$ cat src/rtl/ps2_kbd_pkg.sv
// Shared definitions for the PS/2 keyboard controller: prefix FSM encoding,
// special scan bytes, register map and key-event field layout.
package ps2_kbd_pkg;

   typedef enum logic [1:0] {
      ST_IDLE    = 2'd0,
      ST_EXT     = 2'd1,
      ST_BRK     = 2'd2,
      ST_EXT_BRK = 2'd3
   } prefix_state_t;

   // Scan bytes with special meaning in set 2
   localparam logic [7:0] BYTE_EXT  = 8'hE0;
   localparam logic [7:0] BYTE_BRK  = 8'hF0;
   localparam logic [7:0] BYTE_ERR0 = 8'h00;
   localparam logic [7:0] BYTE_ERRF = 8'hFF;

   // Register map
   localparam logic ADDR_DATA   = 1'b0;
   localparam logic ADDR_STATUS = 1'b1;

   localparam int DATA_VALID_BIT  = 15;
   localparam int STAT_IRQ_EN_BIT = 7;
   localparam int STAT_OVF_BIT    = 6;
   localparam int STAT_ERR_BIT    = 5;
   localparam int STAT_EMPTY_BIT  = 4;
   localparam int CTRL_FLUSH_BIT  = 0;

   // Key event layout
   localparam int EV_WIDTH   = 10;
   localparam int EV_BRK_BIT = 9;
   localparam int EV_EXT_BIT = 8;

   function automatic logic [EV_WIDTH-1:0] make_event(input logic brk, input logic ext,
                                                      input logic [7:0] code);
      return {brk, ext, code};
   endfunction

endpackage

$ cat src/rtl/ps2_event_fifo.sv
// Small synchronous FIFO holding decoded key events. A pop frees a slot in the
// same cycle, so push+pop on a full FIFO is accepted. Flush overrides both.
module ps2_event_fifo #(
   parameter int DEPTH = 8,
   parameter int WIDTH = 10,
   localparam int AW = $clog2(DEPTH)
) (
   input  logic             clk,
   input  logic             reset,
   input  logic             push,
   input  logic [WIDTH-1:0] push_data,
   input  logic             pop,
   input  logic             flush,
   output logic [WIDTH-1:0] head,
   output logic             full,
   output logic             empty,
   output logic [AW:0]      count
);

   logic [WIDTH-1:0] mem [DEPTH];
   logic [AW-1:0]    wr_ptr_reg;
   logic [AW-1:0]    rd_ptr_reg;
   logic [AW:0]      count_reg;
   logic             do_push;
   logic             do_pop;

   assign empty   = (count_reg == '0);
   assign full    = (count_reg == (AW+1)'(DEPTH));
   assign count   = count_reg;
   assign head    = mem[rd_ptr_reg];
   assign do_pop  = pop && !empty;
   assign do_push = push && (!full || do_pop);

   // Storage write; no reset needed since occupancy is tracked by count_reg
   always_ff @(posedge clk) begin
      if (do_push && !flush) begin
         mem[wr_ptr_reg] <= push_data;
      end
   end

   // Pointer and occupancy bookkeeping; pointers wrap naturally at DEPTH
   always_ff @(posedge clk) begin
      if (reset || flush) begin
         wr_ptr_reg <= '0;
         rd_ptr_reg <= '0;
         count_reg  <= '0;
      end else begin
         if (do_push) begin
            wr_ptr_reg <= wr_ptr_reg + 1'b1;
         end
         if (do_pop) begin
            rd_ptr_reg <= rd_ptr_reg + 1'b1;
         end
         if (do_push && !do_pop) begin
            count_reg <= count_reg + 1'b1;
         end else if (do_pop && !do_push) begin
            count_reg <= count_reg - 1'b1;
         end
      end
   end

endmodule

$ cat src/rtl/ps2_kbd_ctrl.sv
// PS/2 keyboard controller: folds E0/F0 prefixes into 10-bit key events,
// queues them, and exposes DATA and STATUS/CONTROL registers plus an irq.
module ps2_kbd_ctrl
   import ps2_kbd_pkg::*;
#(
   parameter int FIFO_DEPTH     = 8,
   parameter int PREFIX_TIMEOUT = 250_000
) (
   input  logic        clk,
   input  logic        reset,
   input  logic        rx_valid,
   input  logic [7:0]  rx_data,
   output logic        rx_int_clear,
   input  logic        cpu_sel,
   input  logic        cpu_rd,
   input  logic        cpu_wr,
   input  logic        cpu_addr,
   input  logic [15:0] cpu_wdata,
   output logic [15:0] cpu_rdata,
   output logic        irq
);

   localparam int CW = $clog2(FIFO_DEPTH) + 1;
   localparam int TW = $clog2(PREFIX_TIMEOUT);

   prefix_state_t        state_reg, state_next;
   logic [TW-1:0]        tmo_cnt_reg;
   logic                 timeout;
   logic                 ev_push;
   logic [EV_WIDTH-1:0]  ev_data;
   logic                 err_set;
   logic                 ovf_set;
   logic                 irq_en_reg, ovf_reg, err_reg;
   logic                 rx_int_clear_reg, irq_reg;
   logic [15:0]          cpu_rdata_reg;
   logic [EV_WIDTH-1:0]  fifo_head;
   logic                 fifo_full, fifo_empty;
   logic [CW-1:0]        fifo_count;
   logic [4:0]           count_wide;
   logic [3:0]           count_sat;
   logic                 data_rd, stat_rd, ctrl_wr, flush;
   logic                 unused_wdata;

   // Register decode: a simultaneous read and write performs only the read
   assign data_rd = cpu_sel && cpu_rd && (cpu_addr == ADDR_DATA);
   assign stat_rd = cpu_sel && cpu_rd && (cpu_addr == ADDR_STATUS);
   assign ctrl_wr = cpu_sel && cpu_wr && !cpu_rd && (cpu_addr == ADDR_STATUS);
   assign flush   = ctrl_wr && cpu_wdata[CTRL_FLUSH_BIT];
   assign unused_wdata = &{1'b0, cpu_wdata[15:8], cpu_wdata[4:1]};

   assign timeout    = (state_reg != ST_IDLE) && (tmo_cnt_reg == TW'(PREFIX_TIMEOUT - 1));
   assign ovf_set    = ev_push && fifo_full && !data_rd;
   assign count_wide = 5'(fifo_count);
   assign count_sat  = (count_wide > 5'd15) ? 4'hF : count_wide[3:0];

   ps2_event_fifo #(
      .DEPTH (FIFO_DEPTH),
      .WIDTH (EV_WIDTH)
   ) u_fifo (
      .clk       (clk),
      .reset     (reset),
      .push      (ev_push),
      .push_data (ev_data),
      .pop       (data_rd),
      .flush     (flush),
      .head      (fifo_head),
      .full      (fifo_full),
      .empty     (fifo_empty),
      .count     (fifo_count)
   );

   // Prefix FSM state register
   always_ff @(posedge clk) begin
      if (reset) begin
         state_reg <= ST_IDLE;
      end else begin
         state_reg <= state_next;
      end
   end

   // Prefix FSM next state and event generation; flush discards the byte
   always_comb begin
      state_next = state_reg;
      ev_push    = 1'b0;
      ev_data    = '0;
      err_set    = 1'b0;
      if (flush) begin
         state_next = ST_IDLE;
      end else if (rx_valid) begin
         if (rx_data == BYTE_ERR0 || rx_data == BYTE_ERRF) begin
            err_set    = 1'b1;
            state_next = ST_IDLE;
         end else if (rx_data == BYTE_EXT) begin
            // A pending break is discarded when a new extended prefix arrives
            state_next = ST_EXT;
         end else if (rx_data == BYTE_BRK) begin
            case (state_reg)
               ST_IDLE:  state_next = ST_BRK;
               ST_EXT:   state_next = ST_EXT_BRK;
               default:  state_next = state_reg;
            endcase
         end else begin
            ev_push    = 1'b1;
            ev_data    = make_event((state_reg == ST_BRK) || (state_reg == ST_EXT_BRK),
                                    (state_reg == ST_EXT) || (state_reg == ST_EXT_BRK),
                                    rx_data);
            state_next = ST_IDLE;
         end
      end else if (timeout) begin
         state_next = ST_IDLE;
      end
   end

   // Prefix timeout counter: restarts on each byte, runs only with a prefix pending
   always_ff @(posedge clk) begin
      if (reset || flush || rx_valid || timeout || state_reg == ST_IDLE) begin
         tmo_cnt_reg <= '0;
      end else begin
         tmo_cnt_reg <= tmo_cnt_reg + 1'b1;
      end
   end

   // Sticky flags and interrupt enable; a new event outranks a same-cycle clear
   always_ff @(posedge clk) begin
      if (reset) begin
         irq_en_reg <= 1'b0;
         ovf_reg    <= 1'b0;
         err_reg    <= 1'b0;
      end else begin
         if (ctrl_wr) begin
            irq_en_reg <= cpu_wdata[STAT_IRQ_EN_BIT];
         end
         if (ovf_set) begin
            ovf_reg <= 1'b1;
         end else if (ctrl_wr && cpu_wdata[STAT_OVF_BIT]) begin
            ovf_reg <= 1'b0;
         end
         if (err_set) begin
            err_reg <= 1'b1;
         end else if (ctrl_wr && cpu_wdata[STAT_ERR_BIT]) begin
            err_reg <= 1'b0;
         end
      end
   end

   // Registered read data, decoder acknowledge and interrupt level
   always_ff @(posedge clk) begin
      if (reset) begin
         cpu_rdata_reg    <= '0;
         rx_int_clear_reg <= 1'b0;
         irq_reg          <= 1'b0;
      end else begin
         rx_int_clear_reg <= rx_valid;
         irq_reg          <= irq_en_reg && (!fifo_empty || ovf_reg || err_reg);
         if (data_rd) begin
            cpu_rdata_reg <= fifo_empty ? 16'h0000 : {1'b1, 5'b0, fifo_head};
         end else if (stat_rd) begin
            cpu_rdata_reg <= {8'h00, irq_en_reg, ovf_reg, err_reg, fifo_empty, count_sat};
         end
      end
   end

   assign rx_int_clear = rx_int_clear_reg;
   assign cpu_rdata    = cpu_rdata_reg;
   assign irq          = irq_reg;

endmodule
$ cat config.mk
export PLATFORM = sky130hd
export DESIGN_NAME = ps2_kbd_ctrl
export DESIGN_NICKNAME = d
export VERILOG_FILES = /design/src/rtl/ps2_kbd_pkg.sv /design/src/rtl/ps2_event_fifo.sv /design/src/rtl/ps2_kbd_ctrl.sv
export SDC_FILE = /design/constraint.sdc
export NUM_CORES = 1
export LEC_CHECK = 0
export ABC_AREA = 1
export CAP_MARGIN = 0
export CORE_MARGIN = 4
export CORE_UTILIZATION = 50
export DETAILED_ROUTE_END_ITERATION = 7
export DONT_BUFFER_PORTS = 1
export PLACE_DENSITY = 0.67
export SLEW_MARGIN = 20
export SYNTH_ARGS = -nofsm -noshare
export SYNTH_HDL_FRONTEND = slang
export SYNTH_SLANG_ARGS = --single-unit
$ cat constraint.sdc
create_clock -name clk -period 4.5 [get_ports clk]
set_clock_uncertainty 0.15 [all_clocks]
set_input_delay 0.9 -clock clk [delete_from_list [all_inputs] [get_ports clk]]
set_output_delay 0.9 -clock clk [all_outputs]
set_load 0.1 [all_outputs]
==> results.sh <==
export IMPL_synth_edf_count=80
export IMPL_leakagePower_nw=2.29
export IMPL_cpPeakStageDelay_ns=0.37
export IMPL_synth_seq_cells=129
export IMPL_synth_cell_type_count=34
export IMPL_period_share=0.605
export IMPL_total_power_mw=3.09
export IMPL_layout_commonest_cell="nor2_1"
export IMPL_period_needed_ns=2.72
export IMPL_syn_area_per_cell_um2=9.61
export IMPL_dieArea_um2=13000
export IMPL_rsz0062_at_grt="false"
export IMPL_vias_per_cell=5.40
export IMPL_dpl_hpwl_um=8200
export IMPL_grt_usage=0.204
export IMPL_post_cts_buffers=0
export IMPL_antenna_found_initial=0
export IMPL_cp_required_ns=4.80
export IMPL_async_flop_share=0
export IMPL_max_freq_mhz=368
export IMPL_vias=4035
export IMPL_largest_reg_flops=80
export IMPL_clk_latency_ns=0.53
export IMPL_gp_congestion=0.873
export IMPL_drc_errors=0
export IMPL_maxCapViolations=0
export IMPL_io_buffers=0
export IMPL_finalHoldViolations=0
export IMPL_p_per_area_nw_per_um2=488
export IMPL_io_pins=49
export IMPL_max_slew_margin=0.337
export IMPL_irDropWorstVdd_mv=0.287
export IMPL_grt_pass1_vias=4034
export IMPL_grt_pass1_wl_um=20200
export IMPL_cp_common_cell="nor2_1"
export IMPL_cp_arrival_ns=3.02
export IMPL_fin_setup_tns_ns=0
export IMPL_fp_dieW_um=114
export IMPL_crit_chain="nor2_1 -> nand2_1 -> o21ai_1 -> nor2_2 -> nand3_2 -> inv_2 -> ha_1 -> inv_1 -> ha_1 -> a21oi_1 -> nor2_1 -> nor2_1 -> xor2_1 -> nand2_1 -> a21oi_1"
export IMPL_hp_class="in -> reg"
export IMPL_place_inst=715
export IMPL_core_um2=10900
export IMPL_status="finished clean"
export IMPL_num_nets_final=632
export IMPL_synth_ff_type="edfxtp_1"
export IMPL_n_fill_cell=913
export IMPL_first_pass_iters=5
export IMPL_setup_worst_path_start_class="primary input"
export IMPL_pre_cts_ws_ns=1.28
export IMPL_drv_slew=0
export IMPL_syn_inst=584
export IMPL_cts_tree="built"
export IMPL_clk_path_buf_depth=2
export IMPL_wire_per_inst_um=16.5
export IMPL_fin_cells=747
export IMPL_diodes=0
export IMPL_yosysWarnings=0
export IMPL_setup_viol=0
export IMPL_start_util=0.515
export IMPL_cp_slowest_cell="o21ai_1"
export IMPL_numCtsBuffers=17
export IMPL_fin_hold_ws_ns=0.277
export IMPL_final_util=0.580
export IMPL_yosysSeqAreaShare=0.603
export IMPL_drive_gt1_frac=0.110
export IMPL_wl_um=12300
export IMPL_placed_cell_area_um2=5760
export IMPL_clock_sinks=129
export IMPL_ctsResizeCount=0
export IMPL_fin_area_um2=6320
export IMPL_drt_iter0_drc=409
export IMPL_setup_slack_ns=1.78
export IMPL_worst_pin_slew_ns=0.993
export IMPL_hold_buffers=0
export IMPL_cts_root_buf="clkbuf_8"
export IMPL_path_clk_slew_ns=0.06
export IMPL_grt_max_degree=41
export IMPL_htree_levels=4
export IMPL_crit_fanout=6
export IMPL_final_antenna_net_count=0
export IMPL_synth_area_um2=5610
export IMPL_fp_dieH_um=114
export IMPL_cp_end_kind="flop"
export IMPL_grt_ovfl_total=0
export IMPL_final_cell_mix="nor2_1 (122), edfxtp_1 (80), nand2_1 (62)"
export IMPL_path_class="in -> reg"
export IMPL_area_growth_pct=12.6
export IMPL_rows=38
==> worst paths after layout <==
kind         slack, ns  cells after the start               to                 start
min reg2reg       0.33                      2             flop  u_fifo.rd_ptr_reg[2]
max reg2reg       1.97                     15  u_fifo.count[3]       u_fifo.count[0]
min               0.28                      1    cpu_rdata[15]                 reset
max               1.78                     15  u_fifo.count[3]            rx_data[2]
==> synthesized netlist by cell type, types with 7 or more instances <==
| cell | count | area share |
|---|---|---|
| a21oi_1 | 37 | 0.033 |
| clkbuf_1 | 11 | 0.0074 |
| dfxtp_1 | 49 | 0.17 |
| edfxtp_1 | 80 | 0.43 |
| inv_1 | 46 | 0.031 |
| nand2_1 | 62 | 0.041 |
| nand3_1 | 26 | 0.023 |
| nand4_1 | 7 | 0.0078 |
| nor2_1 | 122 | 0.082 |
| o211ai_1 | 20 | 0.027 |
| o21ai_0 | 57 | 0.051 |
| xor2_1 | 9 | 0.014 |
==> logic make-up after synthesis <==
family	Yosys count	synth area share
and+or+nand+nor	242	0.188
DFF	129	0.603
AOI/OAI and AO/OA	117	0.115
buffers and inverters	75	0.0566
xor gates and xnor gates	13	0.0203
adders and majority gates	7	0.0169
other	1	0.000668
==> layer usage <==
metal / global-route usage / part of all wire / vias to the layer above
met2: 0.348 / 0.52 / 110
met4: 0.0918 / 0.025 / 0
met3: 0.0462 / 0.051 / 20
met1: 0.246 / 0.41 / 1911
li1: - / - / 1994
met5: 0 / 0 / -
==> power breakdown <==
group | switching [mW] | total, mW | internal [mW] | leakage (nW)
combinational | 0.243 | 0.361 | 0.118 | 0.875
clock | 0.516 | 1.29 | 0.769 | 0.278
sequential | 0.113 | 1.44 | 1.33 | 1.14
total | 0.872 | 3.09 | 2.22 | 2.29
==> layout make-up <==
class	count	area [µm²]	share of cell area
clock buffers	18	439	0.0695
repair buffers	11	82.6	0.0131
flip-flops and latches	129	3380	0.535
clock inverters	14	124	0.0196
inverters	51	191	0.0303
well taps	140	175	0.0277
multi-input cells	384	1920	0.304
==> worst max-delay path: cells and delay by family <==
kind	cells	cell delay, ns
AO/OA/AOI/OAI	3	0.65
XOR/XNOR	1	0.15
adder cells (fa/ha/maj)	2	0.45
buffers and inverters	2	0.18
AND/OR/NAND/NOR	7	0.69
No activity file was read; power rests on OpenSTA's default activity.
